[src/rtl/if_id_queue.sv]
// if_id_queue: DEPTH-entry in-order instruction queue between fetch and decode.
// Each entry carries {instr, pc, ExcCode, bd}. An exception request flushes the
// whole queue; an eret at the head flushes everything once it advances.
//
// Handshake: on the fetch side an entry is transferred on a clock edge where
// push_valid && push_ready. push_ready depends only on occupancy, not on pop_en.
// On the decode side the head is consumed on an edge where pop_en && validD.
// A pop never frees a slot for a push in the same cycle.
module if_id_queue #(
  parameter int DEPTH  = 4,
  parameter int DATA_W = 32,
  parameter int EXC_W  = 5,
  parameter int CNT_W  = $clog2(DEPTH + 1)
) (
  input  logic              clk,
  input  logic              reset,
  input  logic              req,
  input  logic              eretD,
  input  logic              push_valid,
  output logic              push_ready,
  input  logic [DATA_W-1:0] instrF,
  input  logic [DATA_W-1:0] pcF,
  input  logic [EXC_W-1:0]  ExcCodeF,
  input  logic              bdF,
  input  logic              pop_en,
  output logic [DATA_W-1:0] instrD,
  output logic [DATA_W-1:0] pcD,
  output logic [EXC_W-1:0]  ExcCodeD,
  output logic              bdD,
  output logic              validD,
  output logic [CNT_W-1:0]  count
);

  localparam int PTR_W = $clog2(DEPTH);

  typedef struct packed {
    logic [DATA_W-1:0] instr;
    logic [DATA_W-1:0] pc;
    logic [EXC_W-1:0]  exc;
    logic              bd;
  } entry_t;

  entry_t            mem [DEPTH];
  entry_t            head;
  logic [PTR_W-1:0]  rd_ptr;
  logic [PTR_W-1:0]  wr_ptr;
  logic [CNT_W-1:0]  count_q;
  logic              do_push;
  logic              do_pop;
  logic              flush;

  assign push_ready = (count_q != CNT_W'(DEPTH));
  assign validD     = (count_q != '0);
  assign do_push    = push_valid & push_ready;
  assign do_pop     = pop_en & validD;
  // An eret only commits (and discards younger entries) when decode advances.
  assign flush      = req | (eretD & pop_en);
  assign count      = count_q;
  assign head       = mem[rd_ptr];

  // Pointer and occupancy update; flushes take precedence over push/pop.
  always_ff @(posedge clk) begin
    if (reset) begin
      rd_ptr  <= '0;
      wr_ptr  <= '0;
      count_q <= '0;
    end else if (flush) begin
      rd_ptr  <= '0;
      wr_ptr  <= '0;
      count_q <= '0;
    end else begin
      if (do_push) wr_ptr <= wr_ptr + PTR_W'(1);
      if (do_pop)  rd_ptr <= rd_ptr + PTR_W'(1);
      count_q <= count_q + CNT_W'(do_push) - CNT_W'(do_pop);
    end
  end

  // Entry storage; contents are not cleared, occupancy alone defines validity.
  always_ff @(posedge clk) begin
    if (!reset && !flush && do_push) begin
      mem[wr_ptr] <= '{instr: instrF, pc: pcF, exc: ExcCodeF, bd: bdF};
    end
  end

  // Head presentation; forced to zero when the queue is empty.
  always_comb begin
    instrD   = '0;
    pcD      = '0;
    ExcCodeD = '0;
    bdD      = 1'b0;
    if (validD) begin
      instrD   = head.instr;
      pcD      = head.pc;
      ExcCodeD = head.exc;
      bdD      = head.bd;
    end
  end

endmodule
[config.mk]
export PLATFORM = sky130hd
export DESIGN_NAME = if_id_queue
export DESIGN_NICKNAME = d
export VERILOG_FILES = /design/src/rtl/if_id_queue.sv
export SDC_FILE = /design/constraint.sdc
export NUM_CORES = 1
export LEC_CHECK = 0
export ABC_AREA = 1
export BUFFER_PORTS_ARGS = -buffer_cell sky130_fd_sc_hd__buf_2
export CAP_MARGIN = 25
export CORE_MARGIN = 3
export CORE_UTILIZATION = 33
export DETAILED_ROUTE_END_ITERATION = 16
export SLEW_MARGIN = 25
export SYNTH_ARGS = -nofsm -noshare
export SYNTH_HDL_FRONTEND = slang
export SYNTH_SLANG_ARGS = --single-unit
[constraint.sdc]
create_clock -name clk -period 9.75 [get_ports clk]
set_input_delay 0.4875 -clock clk [delete_from_list [all_inputs] [get_ports clk]]
set_output_delay 0.4875 -clock clk [all_outputs]
set_load 0.05 [all_outputs]
==> impl_metrics.csv <==
group,metric,value,unit
run_status,status,"completed",
route,drtAntennaViolNets,0,
worst_hold_path,hold_path_class,"input port to flop",
grt,antenna_found_initial,4,
grt,grt_pass1_vias,8171,
synth,yosysMostFrequentCell,"inv_1",
clocking,postCtsSetupBuffers,0,
setup_path,cp.required,9.26,ns
setup_path,cp-start-kind,"flop",
route,drt_pre_antenna_iters,4,
clocking,cts.sinks,289,
route,vias_per_cell,4.38,
timing,fin_crit_sh,39.3,%
floorplan,core,38100,µm²
placed_design,place_ws,6.33,ns
pwr,ir_drop,0.141,mV
route,routed_wl,28500,µm
setup_path,r2r_slack,6.70,ns
grt,overflow,0,
clocking,ctsHtreeMaxLevel,2,
synth,synthTopCellsByCount,"inv_1 (295), edfxtp_1 (280), nand2_1 (262), nand3_1 (114), a21oi_1 (44)",
floorplan,fp.dieW,204,µm
run,cap_viol_max_count,0,
placed_design,place_congestion,0.732,
pwr,leakage,6.63,nW
setup_path,critical_path.max_fanout,71,
synth,avgSynthCellArea,11.0,µm²
synth,synth_fp_nets,1259,
synth,syn_area,12900,µm²
timing,setup_violations,0,
route,drt_iter0_drc,392,
setup_path,reg2reg_from,"count[1]$_SDFF_PP0_",
setup_path,critPathSlowestCell,"dfxtp_4",
timing,fin_ws,5.92,ns
route,avgRoutedWirePerCell,15.4,µm
placed_design,dp_hpwl,16600,µm
floorplan,rows,71,
synth,synth_cells,1176,
synth,async_flop_share,0,%
synth,ys_seq_elements,289,
final_layout,syn_to_final_growth,16.7,%
floorplan,fp.dieH,204,µm
synth,yosys.area.top_type,"edfxtp_1",
timing,tns,0,ns
timing,hold_viol,0,
setup_path,critPathArrivalTime,3.35,ns
placed_design,post_dp_cell_area,14100,µm²
setup_path,critPathKind,"flop to output pin",
timing,rsz0062_at_grt,"no",
worst_hold_path,hp-start,"pcF[11]",
setup_path,max_stage_delay,1.02,ns
timing,maxSlewHeadroom,31.4,%
synth,synth_seq_area_share,66.4,%
synth,synth_cell_types,25,
placed_design,io_buffer_count,150,
timing,worst_pin_slew,1.03,ns
clocking,clock_latency,0.50,ns
grt,track_usage,13.8,%
timing,hold_slack,0.201,ns
clocking,cts_tree,"yes",
pwr,finalPower,2.69,mW
synth,synth_flop_cell,"edfxtp_1",
setup_path,crit_buf_inv,3,
grt,grt_max_degree,82,
floorplan,ios,151,
clocking,clockBufferDepth,3,
clocking,cts_resized,0,
route,drc_errors,0,
setup_path,critPathTopFamily,"buffers and inverters",
timing,skew,0.00855,ns
route,vias,8112,
clocking,cts_hold_buf,0,
pwr,cellPowerDensity,179,nW/µm²
synth,synth_edf_count,280,
setup_path,end_kind,"output pin",
synth,yosys.area.top_type_share,65.0,%
clocking,cts_buffers,34,
clocking,root_buffer,"clkbuf_16",
setup_path,crit_chain,"clkinv_2 > buf_4 > nand3_2 > a21oi_2 > buf_2",
timing,fmax,0.261,GHz
timing,drv_slew,0,
final_layout,fin_area,15100,µm²
synth,synth_area_leaders,"edfxtp_1 (65%), inv_1 (8.6%), nand2_1 (7.6%)",
grt,grt_first_pass_wirelength,45000,µm
clocking,clk_pin_slew_worst_paths,0.06,ns
final_layout,fin_nets,1405,
synth,yosysWarnings,0,
timing,period_needed,3.83,ns
floorplan,die-area,41600,µm²
final_layout,drive_above_1_share,22.9,%
floorplan,initial_core_util,33.9,%
layout make-up:
| cell class | instances | area, µm² |
|---|---|---|
| Multi-Input combinational cell | 534 | 2870 |
| Antenna cell | 1 | 2.50 |
| Sequential cell | 289 | 8600 |
| Clock buffer | 42 | 902 |
| Tap cell | 511 | 639 |
| Inverter | 300 | 1130 |
| Fill cell | 3672 | 23000 |
| Timing Repair Buffer | 163 | 848 |
| Clock inverter | 14 | 96.3 |
per-stage QoR:
stage	cells	utilization, %
2_1_floorplan	1176	-
3_3_place_gp	1797	37.0
3_5_place_dp	1797	37.0
4_1_cts	1853	39.6
5_1_grt	1854	39.6
6_report	1854	39.6
registers in the layout (all words and copies together) (netlist names), named ones only:
register	flops
rd_ptr	2
wr_ptr	2
count	3
mem	280
placed cells by master (no fill, tap or decap), drive strengths merged, types with 4 or more instances in the layout:
cell type,instances
edfxtp,280
nor3,4
dfxtp,9
ha,6
clkinv,13
buf,163
nand3,144
a21oi,74
nand2,293
clkbuf,42
inv,299
nor2,10
layer usage:
layer  track usage [%]  wire length, µm  vias up
li1                  -                -     4015
met3              3.04             1660       55
met1              18.0            12400     3844
met4              3.78              610        6
met2              23.3            13800      192
met5                 0               45        -
cells by family after synthesis:
group / after synthesis / share of synthesized area, %
fa+ha+maj: 7 / 0.735
flops: 289 / 66.4
compound gates: 76 / 3.83
buf+inv: 353 / 11.6
simple gates: 451 / 17.4
report_power, final:
group          internal [mW]  total, mW  switching (mW)  leakage, nW
registers               1.37       1.38         0.00318         2.60
logic                 0.0417      0.176           0.135         3.55
clock network          0.679       1.14           0.462        0.485
worst paths after layout:
check                    endpoint  depth (start not counted)
min reg2reg                  flop                          2
max reg2reg   count[2]$_SDFF_PP0_                         12
min          mem[1][17]$_DFFE_PP_                          1
max                     instrD[0]                          5
(Power assumes the default switching activity.)
